[config.mk]
export PLATFORM = sky130hd
export DESIGN_NAME = uart_tx_serializer
export DESIGN_NICKNAME = d
export VERILOG_FILES = /design/src/rtl/uart_tx_serializer.sv
export SDC_FILE = /design/constraint.sdc
export NUM_CORES = 1
export LEC_CHECK = 0
export BUFFER_PORTS_ARGS = -buffer_cell sky130_fd_sc_hd__buf_2
export CORE_MARGIN = 3
export CORE_UTILIZATION = 40
export DETAILED_ROUTE_END_ITERATION = 8
export PLACE_DENSITY = 0.67
export SKIP_CTS_REPAIR_TIMING = 1
export SLEW_MARGIN = 20
export SYNTH_ARGS = -nofsm -noshare
export SYNTH_HDL_FRONTEND = slang
export SYNTH_SLANG_ARGS = --single-unit
[constraint.sdc]
create_clock -name clk -period 2.6 [get_ports clk]
set_input_delay 0.52 -clock clk [delete_from_list [all_inputs] [get_ports clk]]
set_output_delay 0.52 -clock clk [all_outputs]
set_load 0.01 [all_outputs]
[src/rtl/uart_tx_serializer.sv]
// UART transmit serializer: pulls words from the TX FIFO (registered read port)
// and shifts them out as start / data (LSB first) / optional parity / 1-2 stop bits.
module uart_tx_serializer #(
   parameter int WIDTH = 8,
   parameter int DIV_W = 16
) (
   input  logic             clk,
   input  logic             rst,
   input  logic             tx_en,
   input  logic [DIV_W-1:0] baud_div,
   input  logic             parity_en,
   input  logic             parity_odd,
   input  logic             stop2,
   input  logic             fifo_empty,
   input  logic [WIDTH-1:0] fifo_rdata,
   output logic             fifo_rd_en,
   output logic             tx,
   output logic             busy,
   output logic             frame_done
);

   localparam int BCW = (WIDTH > 1) ? $clog2(WIDTH) : 1;
   localparam logic [BCW-1:0] LAST_BIT = BCW'(WIDTH - 1);

   typedef enum logic [2:0] {
      S_IDLE, S_FETCH, S_LOAD, S_START, S_DATA, S_PARITY, S_STOP
   } state_e;

   state_e           state_q, state_d;
   logic [WIDTH-1:0] shift_q, shift_d;
   logic [DIV_W-1:0] cnt_q, cnt_d;
   logic [DIV_W-1:0] div_q, div_d;
   logic [BCW-1:0]   bit_q, bit_d;
   logic             par_en_q, par_en_d;
   logic             par_q, par_d;
   logic             stop2_q, stop2_d;
   logic             stop_cnt_q, stop_cnt_d;
   logic             tx_q, tx_d;
   logic             bit_end;

   assign bit_end    = (cnt_q == div_q);
   assign fifo_rd_en = (state_q == S_FETCH);
   assign busy       = (state_q != S_IDLE);
   assign tx         = tx_q;

   always_comb begin
      state_d    = state_q;
      shift_d    = shift_q;
      cnt_d      = cnt_q;
      div_d      = div_q;
      bit_d      = bit_q;
      par_en_d   = par_en_q;
      par_d      = par_q;
      stop2_d    = stop2_q;
      stop_cnt_d = stop_cnt_q;
      tx_d       = tx_q;
      frame_done = 1'b0;

      // Baud counter only runs while a bit is on the line.
      if (state_q inside {S_START, S_DATA, S_PARITY, S_STOP})
         cnt_d = bit_end ? '0 : cnt_q + 1'b1;

      case (state_q)
         S_IDLE: begin
            tx_d = 1'b1;
            if (tx_en && !fifo_empty) state_d = S_FETCH;
         end
         S_FETCH: state_d = S_LOAD;
         S_LOAD: begin
            shift_d    = fifo_rdata;
            div_d      = baud_div;
            par_en_d   = parity_en;
            stop2_d    = stop2;
            par_d      = (^fifo_rdata) ^ parity_odd;
            cnt_d      = '0;
            bit_d      = '0;
            stop_cnt_d = 1'b0;
            tx_d       = 1'b0;
            state_d    = S_START;
         end
         S_START: begin
            if (bit_end) begin
               tx_d    = shift_q[0];
               shift_d = shift_q >> 1;
               state_d = S_DATA;
            end
         end
         S_DATA: begin
            if (bit_end) begin
               if (bit_q == LAST_BIT) begin
                  tx_d    = par_en_q ? par_q : 1'b1;
                  state_d = par_en_q ? S_PARITY : S_STOP;
               end else begin
                  bit_d   = bit_q + 1'b1;
                  tx_d    = shift_q[0];
                  shift_d = shift_q >> 1;
               end
            end
         end
         S_PARITY: begin
            if (bit_end) begin
               tx_d    = 1'b1;
               state_d = S_STOP;
            end
         end
         S_STOP: begin
            if (bit_end) begin
               if (stop2_q && !stop_cnt_q) begin
                  stop_cnt_d = 1'b1;
               end else begin
                  frame_done = 1'b1;
                  state_d    = (tx_en && !fifo_empty) ? S_FETCH : S_IDLE;
               end
            end
         end
         default: state_d = S_IDLE;
      endcase
   end

   always_ff @(posedge clk or posedge rst) begin
      if (rst) begin
         state_q    <= S_IDLE;
         shift_q    <= '0;
         cnt_q      <= '0;
         div_q      <= '0;
         bit_q      <= '0;
         par_en_q   <= 1'b0;
         par_q      <= 1'b0;
         stop2_q    <= 1'b0;
         stop_cnt_q <= 1'b0;
         tx_q       <= 1'b1;
      end else begin
         state_q    <= state_d;
         shift_q    <= shift_d;
         cnt_q      <= cnt_d;
         div_q      <= div_d;
         bit_q      <= bit_d;
         par_en_q   <= par_en_d;
         par_q      <= par_d;
         stop2_q    <= stop2_d;
         stop_cnt_q <= stop_cnt_d;
         tx_q       <= tx_d;
      end
   end

endmodule

Word level (Yosys, flattened, before mapping) --
Cells that the tools add are included.
Storage, ports and cells: bits in registers 51, input port bits 31
Cells by class: $add $sub $neg 2, eq/ne operators 17, multiplexer cells 32, bitwise operators 1, reductions and logical operators 18
Operator list (count):
- $mux 16 | 3
- $mux 3 | 9
- $mux 8 | 3
- $pmux 8 s3 | 1
- $pmux 3 s7 | 1
- $add 16x1->16 const B | 1
- $eq 16x16->1 | 1
- $ne 2x2->1 const B | 7
- $eq 3x3->1 const B | 4
- $mux 1 | 11
- $reduce_and 4->1 | 2
- $reduce_xor 8->1 | 1
- $reduce_and 7->1 | 1
- $eq 3x2->1 const B | 2
- $pmux 3 s2 | 1
- $reduce_and 3->1 | 2
- $reduce_bool 2->1 | 3
- $reduce_bool 3->1 | 2
- $pmux 1 s5 | 1
- $reduce_bool 5->1 | 1
- $ne 2x1->1 const B | 2
- $reduce_bool 4->1 | 1
- $add 3x1->3 const B | 1
- $eq 3x1->1 const B | 1
- other kinds (6) | 8

Logic depth before layout (Yosys ltp) --
Gate-level depths: netlist (run 1).
depth after elaboration 6, mapped depth 7, depth with buffers taken out 7

Worst setup path before layout (run 1) --
Ideal clock, no wire load.
path kind register to output, start reg cnt_q[6], end out frame_done, data arrival time 1714 ps, required time 2080 ps, path slack 366 ps, cell stages (with the launch flop) 7, cell sequence dfrtp_1 clkbuf_1 xor2_1 nor4_1 nand4_2 clkbuf_1 nor3_1
Between the ends: word-level cells in the longest chain between the ends 3
Ends and longest elaborated chain:
- start, declared | line 31 | logic [DIV_W-1:0] cnt_q, cnt_d;
- start signal, assigned | line 135 | cnt_q <= cnt_d;
- $eq 16x16->1 | line 41 | assign bit_end = (cnt_q == div_q);
- $mux 1 | line 107 | if (bit_end) begin
- $mux 1 | line 63 | case (state_q)
- end, declared | line 19 | output logic frame_done
Every way passes these cells.

Worst setup path after layout (run 1) --
start reg cnt_q[7], end out frame_done
Same word-level chain as after synthesis.

==> reports/summary.txt, run 1 <==
Status: complete, no violations
Fin Hold WS: 0.180 ns
DRT iter0 DRCs: 108
Vias: 2124
Vias in the first global route: 2143
Fin cells: 416
Most frequent cells in the layout: nand2_1, dfrtp_1, buf_2, xor2_1, nor2_1
Largest net degree at the start of global routing: 29
Post-route antenna net violation count: 0
Most used routing layer: met2
M3 GR Usage: 2.98%
Diodes inserted: 0
Num ports: 35
Commonest non-fill, non-tap cell in the layout: nand2_1
Clock root cell: clkbuf_8
Nets: 372
GPL Wtd Cong: 0.807
Clk_lat worst skew: 0.31 ns
Drc violations: 0
Final hold vios: 0
Syn Std Cell Area: 0.00275 mm^2
Tot Pwr: 1810 uW
Reg2Reg Setup Slack: 0.47 ns
RSZ-0062 raised after global routing: no
Final Max Slew Viols: 0
M2 GR Usage: 25.2%
WP data arrival: 1.93 ns
Pre-antenna DRT Iters: 4
Syn Area/Cell: 9.18 um^2
Mapped Nets: 333
CP startpoint kind: flip-flop
Slew @ Worst Pin: 0.567 ns
Core Util, Final: 48.3%
H-tree levels: 2
Core region area: 0.00649 mm^2
Final period util: 94.3%
Final Skew: 0.00670 ns
Port Buf Inserts: 34
Initial antenna violation count: 0
Worst Path Max Fanout: 5
Worst-path clk slew: 0.10 ns
Synth Register Bits: 51
Chip Width: 88.8 um
Dpl cells: 408
R2R depth: 7
Aggregate global routing overflow: 0
Vias/cell: 5.11
Met1 Use GR: 21.2%
First-pass GRT wire length: 9720 um
Number of buffers created by CTS: 5
Sequential area share after synthesis: 46.5%
Crit path capture type: output pin
Die height: 88.8 um
Post-detail-place hpwl: 4120 um
P&R area growth vs syn: 14.3%
Clock tree sinks: 51
Initial core utilization: 42.3%
YS warnings: 0
Aggregate global-route resource usage: 15.7%
Slew Limit Headroom: 62.2%
Endpoints failing setup: 0
Std-Cell Rows: 29
RR Endpoint: shift_q[6]
Fmax: 0.408 GHz
Cell Pwr Density: 576 mW/mm^2
Synth unique cells: 39
Critical R2R Launch: bit_q[0]
Max-Cap Viols: 0
Post-synthesis cell count: 299
Critical path type: reg2out
Share of layout cells above drive strength 1: 22.1%
Setup TNS: 0 ns
Final min period: 2.45 ns
DRT Wirelength: 5560 um
Peak VDD IR: 0.000287 V
WL/cell: 13.4 um
CTS Buffer Depth: 2
Required time worst endpoint: 2.08 ns
P_leak: 0.00153 uW
DIE AREA: 0.00789 mm^2
TritonCTS clock tree: yes
Hold Path Class: in2async
## flip-flops by register name, summed over array words and instances, names as in the netlist
name,count
state_q,3
stop_cnt_q,1
shift_q,8
bit_q,3
par_en_q,1
stop2_q,1
par_q,1
tx,1
div_q,16
cnt_q,16
## power by group
part           total, uW  switching [uW]  internal (uW)
Clock                474             279            195
Sequential           979             103            876
Combinational        356             175            181
## area by class of cell
class,instances,area (um^2)
fill,612,3360
multi-input combinational,226,1380
sequential,51,1280
timing repair buffer,47,268
tap,77,96.3
clock buffer,5,68.8
inverter,7,26.3
clock inverter,3,22.5
## cells in the mapped netlist (all sizes together)
master | instances | share of area (%)
a211o | 1 | 0.32
a211oi | 1 | 0.27
a21oi | 4 | 1.1
a22oi | 2 | 0.55
a31oi | 1 | 0.23
and3 | 1 | 0.23
buf | 6 | 1.0
clkbuf | 9 | 1.2
dfrtp | 50 | 46
dfstp | 1 | 0.96
ha | 3 | 1.4
inv | 7 | 0.96
mux2 | 13 | 5.3
mux2i | 4 | 1.5
nand2 | 73 | 10
nand2b | 6 | 1.4
nand3 | 9 | 1.6
nand3b | 3 | 0.82
nand4 | 5 | 1.4
nand4b | 1 | 0.32
nor2 | 22 | 3.0
nor2b | 6 | 1.4
nor3 | 5 | 0.91
nor3b | 2 | 0.55
nor4 | 5 | 1.4
nor4b | 1 | 0.32
o211ai | 3 | 0.82
o21a | 3 | 0.82
o21ai | 11 | 2.0
o22ai | 1 | 0.23
o31ai | 1 | 0.27
or2 | 2 | 0.46
or3 | 1 | 0.23
xnor2 | 10 | 3.2
xor2 | 26 | 8.3
## worst max-delay path by stage
stage / depth (start not counted) / slack, ns / start / to
after floorplan: 6 / 0.37 / cnt_q[6] / frame_done
after global routing: 5 / 0.02 / cnt_q[11] / frame_done
final: 5 / 0.15 / cnt_q[7] / frame_done
after detailed placement: 7 / 0.46 / bit_q[0] / shift_q[6]
after CTS: 5 / 0.12 / cnt_q[7] / frame_done
after global placement: 5 / 0.45 / cnt_q[5] / frame_done
## logic make-up after synthesis
logic type,share of synthesized area (%)
AND/OR/NAND/NOR,23.9
AO/OA/AOI/OAI,6.65
adder cells (fa/ha/maj),1.37
buffers and inverters,3.24
XOR/XNOR,11.5
flip-flops,46.5
multiplexers,6.79
## metal layers
| layer | up-vias | share of wire (%) | wire, um |
|---|---|---|---|
| li1 | 1064 | - | - |
| met1 | 1011 | 47 | 2620 |
| met2 | 40 | 48 | 2640 |
| met3 | 9 | 3.8 | 212 |
| met4 | 0 | 1.6 | 87 |
| met5 | - | 0 | 0 |
## through the flow
stage | area, um^2 | setup WS (ns)
final | 3140 | 0.149
after global routing | 3140 | 0.0171
after CTS | 3140 | 0.115
after detailed placement | 3050 | 0.456
after global placement | 3050 | 0.449
after floorplan | 2750 | 0.366
## worst max-delay path, cell delays in order (launching register included)
cell and delay, ns:
dfrtp_1 0.45, xor2_1 0.18, nor4_1 0.37, nand4_2 0.25, nor3_1 0.22, buf_2 0.16
Power figures use the tool's default switching activity.
==> inputs of run 2 (changes only) <==
- CORE_MARGIN: 3 -> 2
- GPL_TIMING_DRIVEN: default -> 0
==> run 2 against run 1 <==
Via count decreased by 0.38%. Clock power increased by 1%. Design area increased by 1.2%. Largest cell class unchanged. Sequential cell count unchanged. Register-to-register slack got worse by 0.03 ns. Final cell count increased by 1.7%. Count of clock-buffer cells in the layout increased by 2. Non-clock buffer count increased by 4. Global-route usage increased by 0.85 points. Fmax decreased by 0.93%. Sequential power decreased by 2%. Critical path type unchanged.
==> reports/summary.txt, run 2 (synthesized netlist as in run 1, its figures left out) <==
Clk_lat worst skew: 0.30 ns (was 0.31 ns)
Status: complete, no violations (unchanged)
CP Launch Point: cnt_q[7] (unchanged)
Core region area: 0.00672 mm^2 (was 0.00649 mm^2)
Drc violations: 0 (unchanged)
P&R area growth vs syn: 15.6% (was 14.3%)
Vias/cell: 5.00 (was 5.11)
Reg2Reg Setup Slack: 0.44 ns (was 0.47 ns)
Initial antenna violation count: 0 (unchanged)
Tot Pwr: 1820 uW (was 1810 uW)
Num ports: 35 (unchanged)
Vias: 2116 (was 2124)
Initial core utilization: 40.9% (was 42.3%)
DRT Wirelength: 5550 um (was 5560 um)
PnR worst setup slack: 0.126 ns (was 0.149 ns)
Worst-path clk slew: 0.09 ns (was 0.10 ns)
WL/cell: 13.1 um (was 13.4 um)
Slew @ Worst Pin: 0.774 ns (was 0.567 ns)
Aggregate global routing overflow: 0 (unchanged)
Crit path capture type: output pin (unchanged)
Multi-input gate area: 0.00140 mm^2 (was 0.00138 mm^2)
Hold Path Class: in2async (unchanged)
Port Buf Inserts: 34 (unchanged)
DIE AREA: 0.00754 mm^2 (was 0.00789 mm^2)
Fillers: 633 (was 612)
Required time worst endpoint: 2.08 ns (about the same)
Final min period: 2.47 ns (was 2.45 ns)
DRT iter0 DRCs: 147 (was 108)
Peak VDD IR: 0.000272 V (was 0.000287 V)
WP data arrival: 1.95 ns (was 1.93 ns)
Clock power frac: 26.4% (was 26.2%)
Worst Path Max Fanout: 10 (was 5)
Fmax: 0.404 GHz (was 0.408 GHz)
Switching part of the total power: 30.0% (was 30.8%)
Number of buffers created by CTS: 5 (unchanged)
Pre-antenna DRT Iters: 4 (unchanged)
Final Skew: 0.00538 ns (was 0.00670 ns)
CTS Buffer Depth: 2 (unchanged)
P_leak: 0.00151 uW (was 0.00153 uW)
R2R depth: 6 (was 7)
Share of layout cells above drive strength 1: 21.9% (was 22.1%)
H-tree levels: 2 (unchanged)
DP Area: 0.00304 mm^2 (was 0.00305 mm^2)
Final instance area: 0.00317 mm^2 (was 0.00314 mm^2)
Final period util: 95.2% (was 94.3%)
Post-route antenna net violation count: 0 (unchanged)
CP startpoint kind: flip-flop (unchanged)
Clock root cell: clkbuf_8 (unchanged)
Vias in the first global route: 2144 (was 2143)
Diodes inserted: 0 (unchanged)
Pint: 1270 uW (was 1250 uW)
Critical path type: reg2out (unchanged)
Combinational power share: 20.7% (was 19.7%)
Most frequent cells in the layout: nand2_1, dfrtp_1, buf_2, xor2_1, nor2_1 (unchanged)
Largest net degree at the start of global routing: 30 (was 29)
Final hold vios: 0 (unchanged)
Slew Limit Headroom: 48.0% (was 62.2%)
Clock tree sinks: 51 (unchanged)
Aggregate global-route resource usage: 16.5% (was 15.7%)
Post-detail-place hpwl: 4040 um (was 4120 um)
Pre-CTS WS: -0.0520 ns (was 0.456 ns)
Std-Cell Rows: 30 (was 29)
First-pass GRT wire length: 9920 um (was 9720 um)
Chip Width: 86.8 um (was 88.8 um)
RR Endpoint: shift_q[2] (was shift_q[6])
Die height: 86.8 um (was 88.8 um)
Nets: 376 (was 372)
Endpoints failing setup: 0 (unchanged)
Max-Cap Viols: 0 (unchanged)
GPL Wtd Cong: 0.821 (was 0.807)
Sequential share of power: 52.9% (was 54.1%)
TritonCTS clock tree: yes (unchanged)
Switch Pwr: 547 uW (was 557 uW)
Final Max Slew Viols: 0 (unchanged)
Critical R2R Launch: cnt_q[7] (was bit_q[0])
Core Util, Final: 47.2% (was 48.3%)
Registers with the most flip-flops: cnt_q: 16 flops, div_q: 16 flops, shift_q: 8 flops (unchanged)
Commonest non-fill, non-tap cell in the layout: nand2_1 (unchanged)
FF/Latch Area: 0.00128 mm^2 (about the same)
Cell Pwr Density: 574 mW/mm^2 (was 576 mW/mm^2)
run 2: critical path: stages (launching register included):
cell and delay [ns]:
dfrtp_1 0.45, xor2_1 0.18, nor4_1 0.33, nand4_2 0.20, buf_6 0.19, nor3_2 0.14
buf_2 0.16
run 2: cell type report:
type,instances,area share (%)
Timing Repair Buffer,37,6.46
Clock inverter,1,0.276
Buffer,14,2.09
Tap cell,80,3.15
Sequential cell,51,40.3
Clock buffer,7,2.72
Multi-Input combinational cell,226,44.2
Inverter,7,0.828
run 2: routing by layer:
layer	up-vias	GRT usage (%)	wire (um)
li1	1072	-	-
met1	1005	22.8	2730
met2	35	26.5	2570
met3	4	3.05	206
met4	0	4.69	44
met5	-	0	0
run 2: worst max-delay path by stage:
stage	cells after the start	endpoint	slack, ns
floorplan	6	frame_done	0.37
global placement	6	frame_done	-0.03
detailed placement	6	frame_done	-0.05
CTS	6	frame_done	-0.40
global route	6	frame_done	-0.008
finish	6	frame_done	0.13
run 2: stage by stage:
stage | std cells | setup TNS, ns | hold WS, ns
final | 423 | 0 | 0.239
after global routing | 423 | -0.00755 | 0.254
after CTS | 422 | -0.402 | 0.247
after detailed placement | 414 | -0.0520 | 0.473
after global placement | 413 | -0.0337 | 0.464
after floorplan | 299 | 0 | 0.441
run 2: power by group through the flow:
stage          clock network [uW]  logic, uW  registers (uW)
2_1_floorplan                   0        289             952
5_1_grt                       533        432             978
6_report                      480        378             963
3_5_place_dp                    0        375             971
3_3_place_gp                    0        361             967
4_1_cts                       501        379             955
